`config.mk`:
```
export PLATFORM = sky130hd
export DESIGN_NAME = fb_write_sequencer
export DESIGN_NICKNAME = d
export VERILOG_FILES = /design/src/rtl/fb_write_sequencer.sv
export SDC_FILE = /design/constraint.sdc
export NUM_CORES = 1
export LEC_CHECK = 0
export CAP_MARGIN = 20
export CORE_AREA = 8 8 204 206
export CTS_CLUSTER_SIZE = 14
export DETAILED_ROUTE_END_ITERATION = 16
export DIE_AREA = 0 0 212 214
export GPL_TIMING_DRIVEN = 0
export SYNTH_ARGS = -nofsm -noshare
export SYNTH_HDL_FRONTEND = slang
export SYNTH_SLANG_ARGS = --single-unit
```
`constraint.sdc`:
```
create_clock -name i_clk -period 21.5 [get_ports i_clk]
set_input_delay 3.225 -clock i_clk [delete_from_list [all_inputs] [get_ports i_clk]]
set_output_delay 3.225 -clock i_clk [all_outputs]
set_load 0.02 [all_outputs]
```
`src/rtl/fb_write_sequencer.sv`:
```
// Turns ST7735 RAMWR pixel pulses into {linear address, pixel} frame-buffer writes queued in a FWFT FIFO.
// Latency: pixel to o_wr_req 1 cycle (2 if it lands in SETUP); backpressure via i_wr_ack, full queue drops pixel and flags o_fifo_ovf.

// Generic first-word-fall-through FIFO; head valid the cycle after push, full push with same-cycle pop accepted.
module fb_wseq_fifo #(
   parameter int WIDTH = 8,
   parameter int DEPTH = 4
) (
   input  logic             clk,
   input  logic             rst,
   input  logic             wr_vld,
   output logic             wr_rdy,
   input  logic [WIDTH-1:0] wr_dat,
   output logic             rd_vld,
   input  logic             rd_rdy,
   output logic [WIDTH-1:0] rd_dat
);
   localparam int AW = (DEPTH > 1) ? $clog2(DEPTH) : 1;
   localparam logic [AW:0] FULL_CNT = (AW+1)'(DEPTH);

   logic [WIDTH-1:0] mem [DEPTH];
   logic [AW-1:0]    wr_ptr;
   logic [AW-1:0]    rd_ptr;
   logic [AW:0]      cnt;
   logic             push;
   logic             pop;

   assign rd_vld = (cnt != '0);
   assign wr_rdy = (cnt != FULL_CNT) || rd_rdy;
   assign push   = wr_vld && wr_rdy;
   assign pop    = rd_vld && rd_rdy;
   assign rd_dat = mem[rd_ptr];

   always_ff @(posedge clk) begin
      if (push) mem[wr_ptr] <= wr_dat;
   end

   always_ff @(posedge clk or posedge rst) begin
      if (rst) begin
         wr_ptr <= '0;
         rd_ptr <= '0;
         cnt    <= '0;
      end else begin
         if (push) wr_ptr <= wr_ptr + AW'(1);
         if (pop)  rd_ptr <= rd_ptr + AW'(1);
         case ({push, pop})
            2'b10:   cnt <= cnt + (AW+1)'(1);
            2'b01:   cnt <= cnt - (AW+1)'(1);
            default: cnt <= cnt;
         endcase
      end
   end
endmodule

module fb_write_sequencer #(
   parameter int H_RES      = 480,
   parameter int V_RES      = 272,
   parameter int ADDR_W     = 17,
   parameter int FIFO_DEPTH = 4
) (
   input  logic              i_clk,
   input  logic              i_rst,
   input  logic [7:0]        i_inst_data,
   input  logic              i_inst_en_pls,
   input  logic [31:0]       i_col_addr,
   input  logic              i_col_addr_en_pls,
   input  logic [31:0]       i_row_addr,
   input  logic              i_row_addr_en_pls,
   input  logic [15:0]       i_pixel_data,
   input  logic              i_pixel_en_pls,
   input  logic              i_wr_ack,
   output logic              o_wr_req,
   output logic [ADDR_W-1:0] o_wr_addr,
   output logic [15:0]       o_wr_data,
   output logic              o_frame_done,
   output logic              o_fifo_ovf,
   output logic              o_win_err
);
   typedef enum logic [1:0] {IDLE, SETUP, WRITE, REJECT} state_t;

   typedef struct packed {
      logic [ADDR_W-1:0] addr;
      logic [15:0]       pix;
   } wr_ent_t;

   localparam logic [15:0]       H_RES_C   = 16'(H_RES);
   localparam logic [15:0]       V_RES_C   = 16'(V_RES);
   localparam logic [ADDR_W-1:0] H_STEP    = ADDR_W'(H_RES);
   localparam logic [7:0]        CMD_RAMWR = 8'h2C;
   localparam logic [7:0]        CMD_RAMWC = 8'h3C;

   state_t            state;
   logic [15:0]       xs, xe, ys, ye;
   logic [15:0]       act_xs, act_xe, act_ys, act_ye;
   logic [15:0]       cur_x, cur_y;
   logic [ADDR_W-1:0] line_base;
   logic [ADDR_W-1:0] ys_base;
   logic [ADDR_W-1:0] ys_mul;
   logic              skid_vld;
   logic [15:0]       skid_dat;
   logic [15:0]       xs_n, xe_n, ys_n, ye_n;
   logic              win_ok;
   logic              px_vld;
   logic [15:0]       px_dat;
   logic              push_vld;
   logic              push_rdy;
   wr_ent_t           push_ent;
   wr_ent_t           head_ent;
   logic              head_vld;

   // A window pulse coincident with RAMWR must be seen by that RAMWR.
   assign xs_n = i_col_addr_en_pls ? i_col_addr[31:16] : xs;
   assign xe_n = i_col_addr_en_pls ? i_col_addr[15:0]  : xe;
   assign ys_n = i_row_addr_en_pls ? i_row_addr[31:16] : ys;
   assign ye_n = i_row_addr_en_pls ? i_row_addr[15:0]  : ye;

   assign win_ok = (xs_n <= xe_n) && (ys_n <= ye_n) && (xe_n < H_RES_C) && (ye_n < V_RES_C);
   assign ys_mul = ADDR_W'(act_ys) * H_STEP;

   assign px_vld        = skid_vld || i_pixel_en_pls;
   assign px_dat        = skid_vld ? skid_dat : i_pixel_data;
   assign push_vld      = (state == WRITE) && px_vld;
   assign push_ent.addr = line_base + ADDR_W'(cur_x);
   assign push_ent.pix  = px_dat;

   fb_wseq_fifo #(
      .WIDTH ($bits(wr_ent_t)),
      .DEPTH (FIFO_DEPTH)
   ) u_fifo (
      .clk    (i_clk),
      .rst    (i_rst),
      .wr_vld (push_vld),
      .wr_rdy (push_rdy),
      .wr_dat (push_ent),
      .rd_vld (head_vld),
      .rd_rdy (i_wr_ack),
      .rd_dat (head_ent)
   );

   assign o_wr_req  = head_vld;
   assign o_wr_addr = head_vld ? head_ent.addr : '0;
   assign o_wr_data = head_vld ? head_ent.pix  : '0;

   always_ff @(posedge i_clk or posedge i_rst) begin
      if (i_rst) begin
         state        <= IDLE;
         xs           <= '0;
         xe           <= H_RES_C - 16'd1;
         ys           <= '0;
         ye           <= V_RES_C - 16'd1;
         act_xs       <= '0;
         act_xe       <= H_RES_C - 16'd1;
         act_ys       <= '0;
         act_ye       <= V_RES_C - 16'd1;
         cur_x        <= '0;
         cur_y        <= '0;
         line_base    <= '0;
         ys_base      <= '0;
         skid_vld     <= 1'b0;
         skid_dat     <= '0;
         o_frame_done <= 1'b0;
         o_fifo_ovf   <= 1'b0;
         o_win_err    <= 1'b0;
      end else begin
         o_frame_done <= 1'b0;
         xs <= xs_n;
         xe <= xe_n;
         ys <= ys_n;
         ye <= ye_n;

         if (push_vld && !push_rdy) o_fifo_ovf <= 1'b1;

         case (state)
            SETUP: begin
               line_base <= ys_mul;
               ys_base   <= ys_mul;
               state     <= WRITE;
               if (i_pixel_en_pls) begin
                  skid_vld <= 1'b1;
                  skid_dat <= i_pixel_data;
               end
            end
            WRITE: begin
               // Skid drains first; a pulse landing on that cycle takes its place.
               skid_vld <= skid_vld && i_pixel_en_pls;
               if (skid_vld && i_pixel_en_pls) skid_dat <= i_pixel_data;
               if (px_vld) begin
                  if (cur_x != act_xe) begin
                     cur_x <= cur_x + 16'd1;
                  end else if (cur_y != act_ye) begin
                     cur_x     <= act_xs;
                     cur_y     <= cur_y + 16'd1;
                     line_base <= line_base + H_STEP;
                  end else begin
                     o_frame_done <= 1'b1;
                     cur_x        <= act_xs;
                     cur_y        <= act_ys;
                     line_base    <= ys_base;
                  end
               end
            end
            default: skid_vld <= 1'b0;
         endcase

         if (i_inst_en_pls) begin
            case (i_inst_data)
               CMD_RAMWR: begin
                  act_xs   <= xs_n;
                  act_xe   <= xe_n;
                  act_ys   <= ys_n;
                  act_ye   <= ye_n;
                  cur_x    <= xs_n;
                  cur_y    <= ys_n;
                  skid_vld <= 1'b0;
                  if (win_ok) begin
                     state     <= SETUP;
                     o_win_err <= 1'b0;
                  end else begin
                     state     <= REJECT;
                     o_win_err <= 1'b1;
                  end
               end
               CMD_RAMWC: begin
                  if (state != REJECT) state <= WRITE;
               end
               default: begin
                  state    <= IDLE;
                  skid_vld <= 1'b0;
               end
            endcase
         end
      end
   end
endmodule

```
* Word-level counts from Yosys, hierarchy flattened
Memories as Yosys holds them, arrays and structs flattened.
Index checks and enable logic that the tools add are counted.
** Word-level totals
- Register bits :: 218
- Latch bits :: 0
- RAM bits :: 132
- Memory bits (read-only) :: 0
- Input port bits :: 95
- Output and inout bits :: 37
- Word-level logic and storage cells :: 108
- Memories kept :: 1
** Memory list
- u_fifo.mem :: words 4, bits a word 33, rd ports 1, clocked after Yosys merged registers in 0, wr ports 1, line 21 : logic [WIDTH-1:0] mem [DEPTH];
** Operators by class
- Add/subtract/negate cells :: 8
- Multiply operators :: 1
- Divide/modulo/power cells :: 0
- $lt $le $gt $ge :: 4
- Equal/unequal tests :: 14
- Shift-type cells :: 0
- Muxes and demuxes :: 42
- Bitwise operators :: 0
- Reduce and logical (&&, ||, !) cells :: 17
** Operator list (count)
- $mux 16 :: 19
- $mux 17 :: 4
- $pmux 17 s2 :: 1
- $add 16x1->16 const B :: 2
- $le 16x16->1 :: 2
- $lt 16x9->1 const B :: 2
- $ne 16x16->1 :: 2
- $pmux 16 s2 :: 1
- $add 17x16->17 :: 1
- $add 17x9->17 const B :: 1
- $eq 8x6->1 const B :: 2
- $mul 16x4->12 const B :: 1
- $mux 1 :: 10
- $logic_and 1x1->1 :: 8
- $mux 2 :: 4
- $ne 2x2->1 const B :: 4
- $pmux 3 s2 :: 1
- $reduce_and 3->1 :: 2
- $add 2x1->2 const B :: 2
- $eq 2x1->1 const B :: 2
- $eq 2x2->1 const B :: 2
- $pmux 2 s2 :: 1
- $reduce_bool 2->1 :: 2
- $add 3x1->3 const B :: 1
- 8 further kinds :: 9

* Depth between registers and ports, before layout
- Word-level depth :: 8
- Gate-level depth with buffers :: 13

* By module
From an unflattened synthesis, not the netlist that was laid out.
** Second synthesis, totals
- Cells, all modules :: 1426
- Area total of the unflattened synthesis :: 17108.9 um^2
** By module, submodules not included
- fb_write_sequencer :: instances 1, cells each 1213, area an instance 11912.7 um^2, seq. area each 5187.5 um^2
- fb_wseq_fifo :: instances 1, cells each 213, area an instance 5196.2 um^2, seq. area each 4139.0 um^2

* Worst setup path before layout
No wires, ideal clock.
- Path type :: input to register
- Start :: input port i_row_addr_en_pls
- End :: register o_win_err
- Library setup time :: 0.136 ns
- Data arrival time :: 5.613 ns
- Data required time :: 21.364 ns
- Path slack :: 15.751 ns
- Stages on the path :: 12
- Buffers on the path :: 3
- Path through :: buf_2 > buf_1 > buf_2 > mux2i_1 > ha_1 > a21o_1 > a221oi_1 > nor2_1 > a211oi_1 > a21oi_1 > nor3_1 > a21oi_1
** Between the ends
- Longest elaborated chain between the ends :: 6
- Elaborated cells between the ends (all ways) :: 8
** RTL lines
- start: declaration :: line 68 : input logic i_row_addr_en_pls,
- $mux 16 (on tied branches) :: line 114, 115
- $le 16x16->1 :: line 117 : assign win_ok = (xs_n <= xe_n) && (ys_n <= ye_n) && (xe_n < H_RES_C) && (ye_n < V_RES_C);
- $logic_and 1x1->1 (2 in a row) :: line 117
- $logic_and 1x1->1 * :: line 117
- $mux 1 * :: line 215 : if (win_ok) begin
- end signal: assignment :: line 163 : o_win_err <= 1'b0;
- end signal: assignment :: line 217 : o_win_err <= 1'b0;
- end signal: assignment :: line 220 : o_win_err <= 1'b1;
- end: declaration :: line 77 : output logic o_win_err
Every way passes the cells marked *; elsewhere a longest branch is shown, timed or not.
A chain may end at the register's enable or synchronous reset.

* Final worst setup path
Same ends and word-level chain as after synthesis.

==> impl_metrics.py <==
metrics = {
    "cts": {
        "cts_resized": 0,
        "cts_root_buf": "clkbuf_16",
        "worstSkewPairLatency_ps": 580,
        "clock-sinks": 345,
        "cts.path.max_buffers": 3,
        "cts_hold_buf": 0,
        "cts_tree": "yes",
        "cts_setup_buffers": 0,
        "path_clk_slew_ps": 60,
        "cts_buffers": 41,
        "htree_levels": 2,
    },
    "routing": {
        "via_per_inst": 5.34,
        "dr.pass1.iters": 5,
        "ant_nets": 0,
        "wl_met1_um": 19900,
        "drc": 0,
        "route.detailed.wl_per_inst_um": 19.8,
        "wirelength_um": 42800,
        "dr.max_layer_used": "met4",
        "wl_met2_um": 20300,
        "drt_iter0_drc": 630,
        "route.met3.wl_um": 1640,
        "dr_total_vias": 11500,
    },
    "timing": {
        "period_needed_ps": 7000,
        "setup_slack_ps": 14500,
        "setup_viol": 0,
        "min_period_over_period": 0.326,
        "finalHoldViolations": 0,
        "tightestPinTransition_ps": 1130,
        "fmax_ghz": 0.143,
        "rsz0062_at_grt": "false",
        "finalClockSkew_ps": 29.0,
        "setup-tns-final_ps": 0,
        "drv_slew": 0,
        "slew_headroom": 0.237,
    },
    "hold_path": {
        "whs_path_depth": 1,
        "hold_class": "register to register",
        "hold_start": "o_fifo_ovf$_DFFE_PP0P_",
    },
    "yosys": {
        "ys_seq_elements": 345,
        "synthTopCellsByArea": "dfrtp_1 (27%), edfxtp_1 (23%), mux2_2 (5.1%), ha_1 (4.8%), mux4_2 (4.4%)",
        "yosysTopAreaCellShare": 0.274,
        "yosys_warnings": 0,
        "synthCells": 1432,
        "ys.flop_type": "dfrtp_1",
        "seq_area_frac_synth": 0.546,
        "synth_edf_count": 132,
        "syn_area_sq_um": 17100,
        "async_reset_ff_frac": 0.617,
        "synth_cell_types": 61,
        "synth_common_cells": "dfrtp_1 (187), edfxtp_1 (132), nand2_1 (129), nor2_1 (97), o21ai_0 (80)",
        "syn_area_per_cell_sq_um": 11.9,
        "yosysTopAreaCell": "dfrtp_1",
        "yosysMostFrequentCell": "dfrtp_1",
        "synthesis.nets": 1611,
    },
    "global_route": {
        "grt_max_degree": 128,
        "grt_pass1_wl_um": 68500,
        "first_global_vias": 12100,
        "antenna_found_initial": 0,
        "grtUsageTotal": 0.191,
        "overflow": 0,
    },
    "pwr": {
        "leakage_nw": 8.51,
        "combinationalPowerShare": 0.325,
        "p_sw_frac": 0.324,
        "clockPowerShare": 0.296,
        "p_int_mw": 1.55,
        "ir_worst_vdd_mv": 0.0617,
        "p_seq_frac": 0.379,
        "switchingPower_uw": 744,
        "powerDensity_nw_per_um2": 112,
    },
    "finish": {
        "largest_register_ffs": 132,
        "fillCellCount": 3315,
        "syn2layout_area_growth_pct": 19.9,
        "fin_nets": 1789,
        "stdcell_area_sq_um": 20500,
        "regMostFlops": "u_fifo.mem",
        "n_antenna_cell": 0,
        "drive_gt1_frac": 0.146,
        "postLayoutCoreUtil": 0.535,
    },
    "die": {
        "rows": 72,
        "start_util": 0.446,
        "io_pins": 132,
        "chipHeight_um": 214,
        "die-area_sq_um": 45400,
        "die_x_um": 212,
        "core_sq_um": 38300,
    },
    "critical_path": {
        "crit_start": "i_row_addr_en_pls",
        "r2r_cells": 12,
        "crit_chain": "clkdlybuf4s50_1 -> buf_2 -> buf_1 -> buf_2 -> mux2i_1 -> ha_1 -> a21o_1 -> a221oi_1 -> nor2_1 -> a211oi_1 -> a21oi_1 -> nor3_1 -> a21oi_1",
        "required_ps": 21910,
        "r2r-start": "act_ys[3]$_DFFE_PP0P_",
        "crit_path_end_kind": "register",
        "crit_arrival_ps": 7410,
        "cp-start-kind": "input pin",
        "slowest_delay_ps": 770,
        "path_max_fanout": 10,
        "cp_slowest_cell": "nor3_1",
        "path_class": "input pin to register",
    },
    "placed_design": {
        "place_area_sq_um": 19100,
        "port_buffers": 130,
        "post-dp-hpwl_um": 31600,
        "post-place-ws_ps": 13950,
        "routabilityCongestion": 0.861,
    },
    "status": {
        "status": "finished, final reports clean",
    },
    "run": {
        "max_cap_violations": 0,
    },
}
-- worst max-delay path, delay by kind of cell --
kind	cells	cell delay [ps]
AND/OR/NAND/NOR	2	850
buffers and inverters	4	1620
adder cells (fa/ha/maj)	1	300
multiplexers	1	350
AO/OA/AOI/OAI	5	1050
-- metal layers --
layer  track usage  vias up
li1              -     5462
met1         0.261     5746
met2         0.311      266
met3        0.0311       65
met4        0.0551        0
met5             0        -
-- cell families (layout without fill, tap and decap cells) --
kind of cell / Yosys count / in the layout / synth area share
buf+inv: 151 / 362 / 0.0355
mux: 158 / 158 / 0.122
compound gates: 239 / 239 / 0.0833
flops: 345 / 345 / 0.546
xor+xnor: 75 / 75 / 0.0385
simple gates: 380 / 380 / 0.105
fa+ha+maj: 84 / 84 / 0.0695
-- power by group through the flow --
| stage | Sequential, mW | Clock [mW] | Combinational, mW |
|---|---|---|---|
| floorplan | 0.862 | 0 | 0.499 |
| global placement | 0.878 | 0 | 0.734 |
| detailed placement | 0.880 | 0 | 0.753 |
| CTS | 0.869 | 0.694 | 0.756 |
| global route | 0.879 | 0.722 | 0.820 |
| finish | 0.868 | 0.679 | 0.745 |
-- final cells by class --
type | count | area, sq um | area share
flip-flops and latches | 345 | 9330 | 0.455
multi-input cells | 936 | 7150 | 0.349
repair buffers | 135 | 1410 | 0.0688
clock buffers | 66 | 1200 | 0.0586
well taps | 518 | 648 | 0.0317
plain buffers | 72 | 309 | 0.0151
inverters | 79 | 304 | 0.0148
clock inverters | 10 | 130 | 0.00635
-- cells in the final DEF, fill, tap and decap left out, types with 9 or more instances in the layout --
cell type        count
nor2_1              97
and2_1              38
xor2_1              49
ha_1                66
nand3_1             19
and3_1              11
nor3_1              16
a21oi_1             73
clkbuf_16           41
fa_1                18
dfrtp_1            187
clkbuf_1            58
dfstp_2             26
o21a_1               9
inv_1               77
mux2_2              78
o22ai_1             10
mux2i_1             47
o21ai_0             80
clkdlybuf4s50_1    130
nor2b_1              9
a211oi_1            11
nand4_1             23
mux4_2              33
nand2_1            129
xnor2_1             26
edfxtp_1           132
buf_2               22
nor4_1              14
-- final timing paths --
| path | endpoint | slack [ps] |
|---|---|---|
| max in group asynchronous | act_ys[5]$_DFFE_PP0P_ | 17260 |
| min reg2reg | o_fifo_ovf$_DFFE_PP0P_ | 460 |
| min in group asynchronous | xe[13]$_DFF_PP0_ | 3170 |
| max reg2reg | line_base[15]$_DFFE_PP0P_ | 18070 |
| min | o_fifo_ovf$_DFFE_PP0P_ | 460 |
| max | o_win_err$_DFFE_PP0P_ | 14500 |
-- stage by stage --
step	instances	hold WS, ps	power (mW)
final	2161	459	2.29
after global routing	2161	483	2.42
after CTS	2161	464	2.32
after detailed placement	2085	451	1.63
after global placement	2080	441	1.61
after floorplan	1432	433	1.36
No activity file was read; power rests on OpenSTA's default activity.
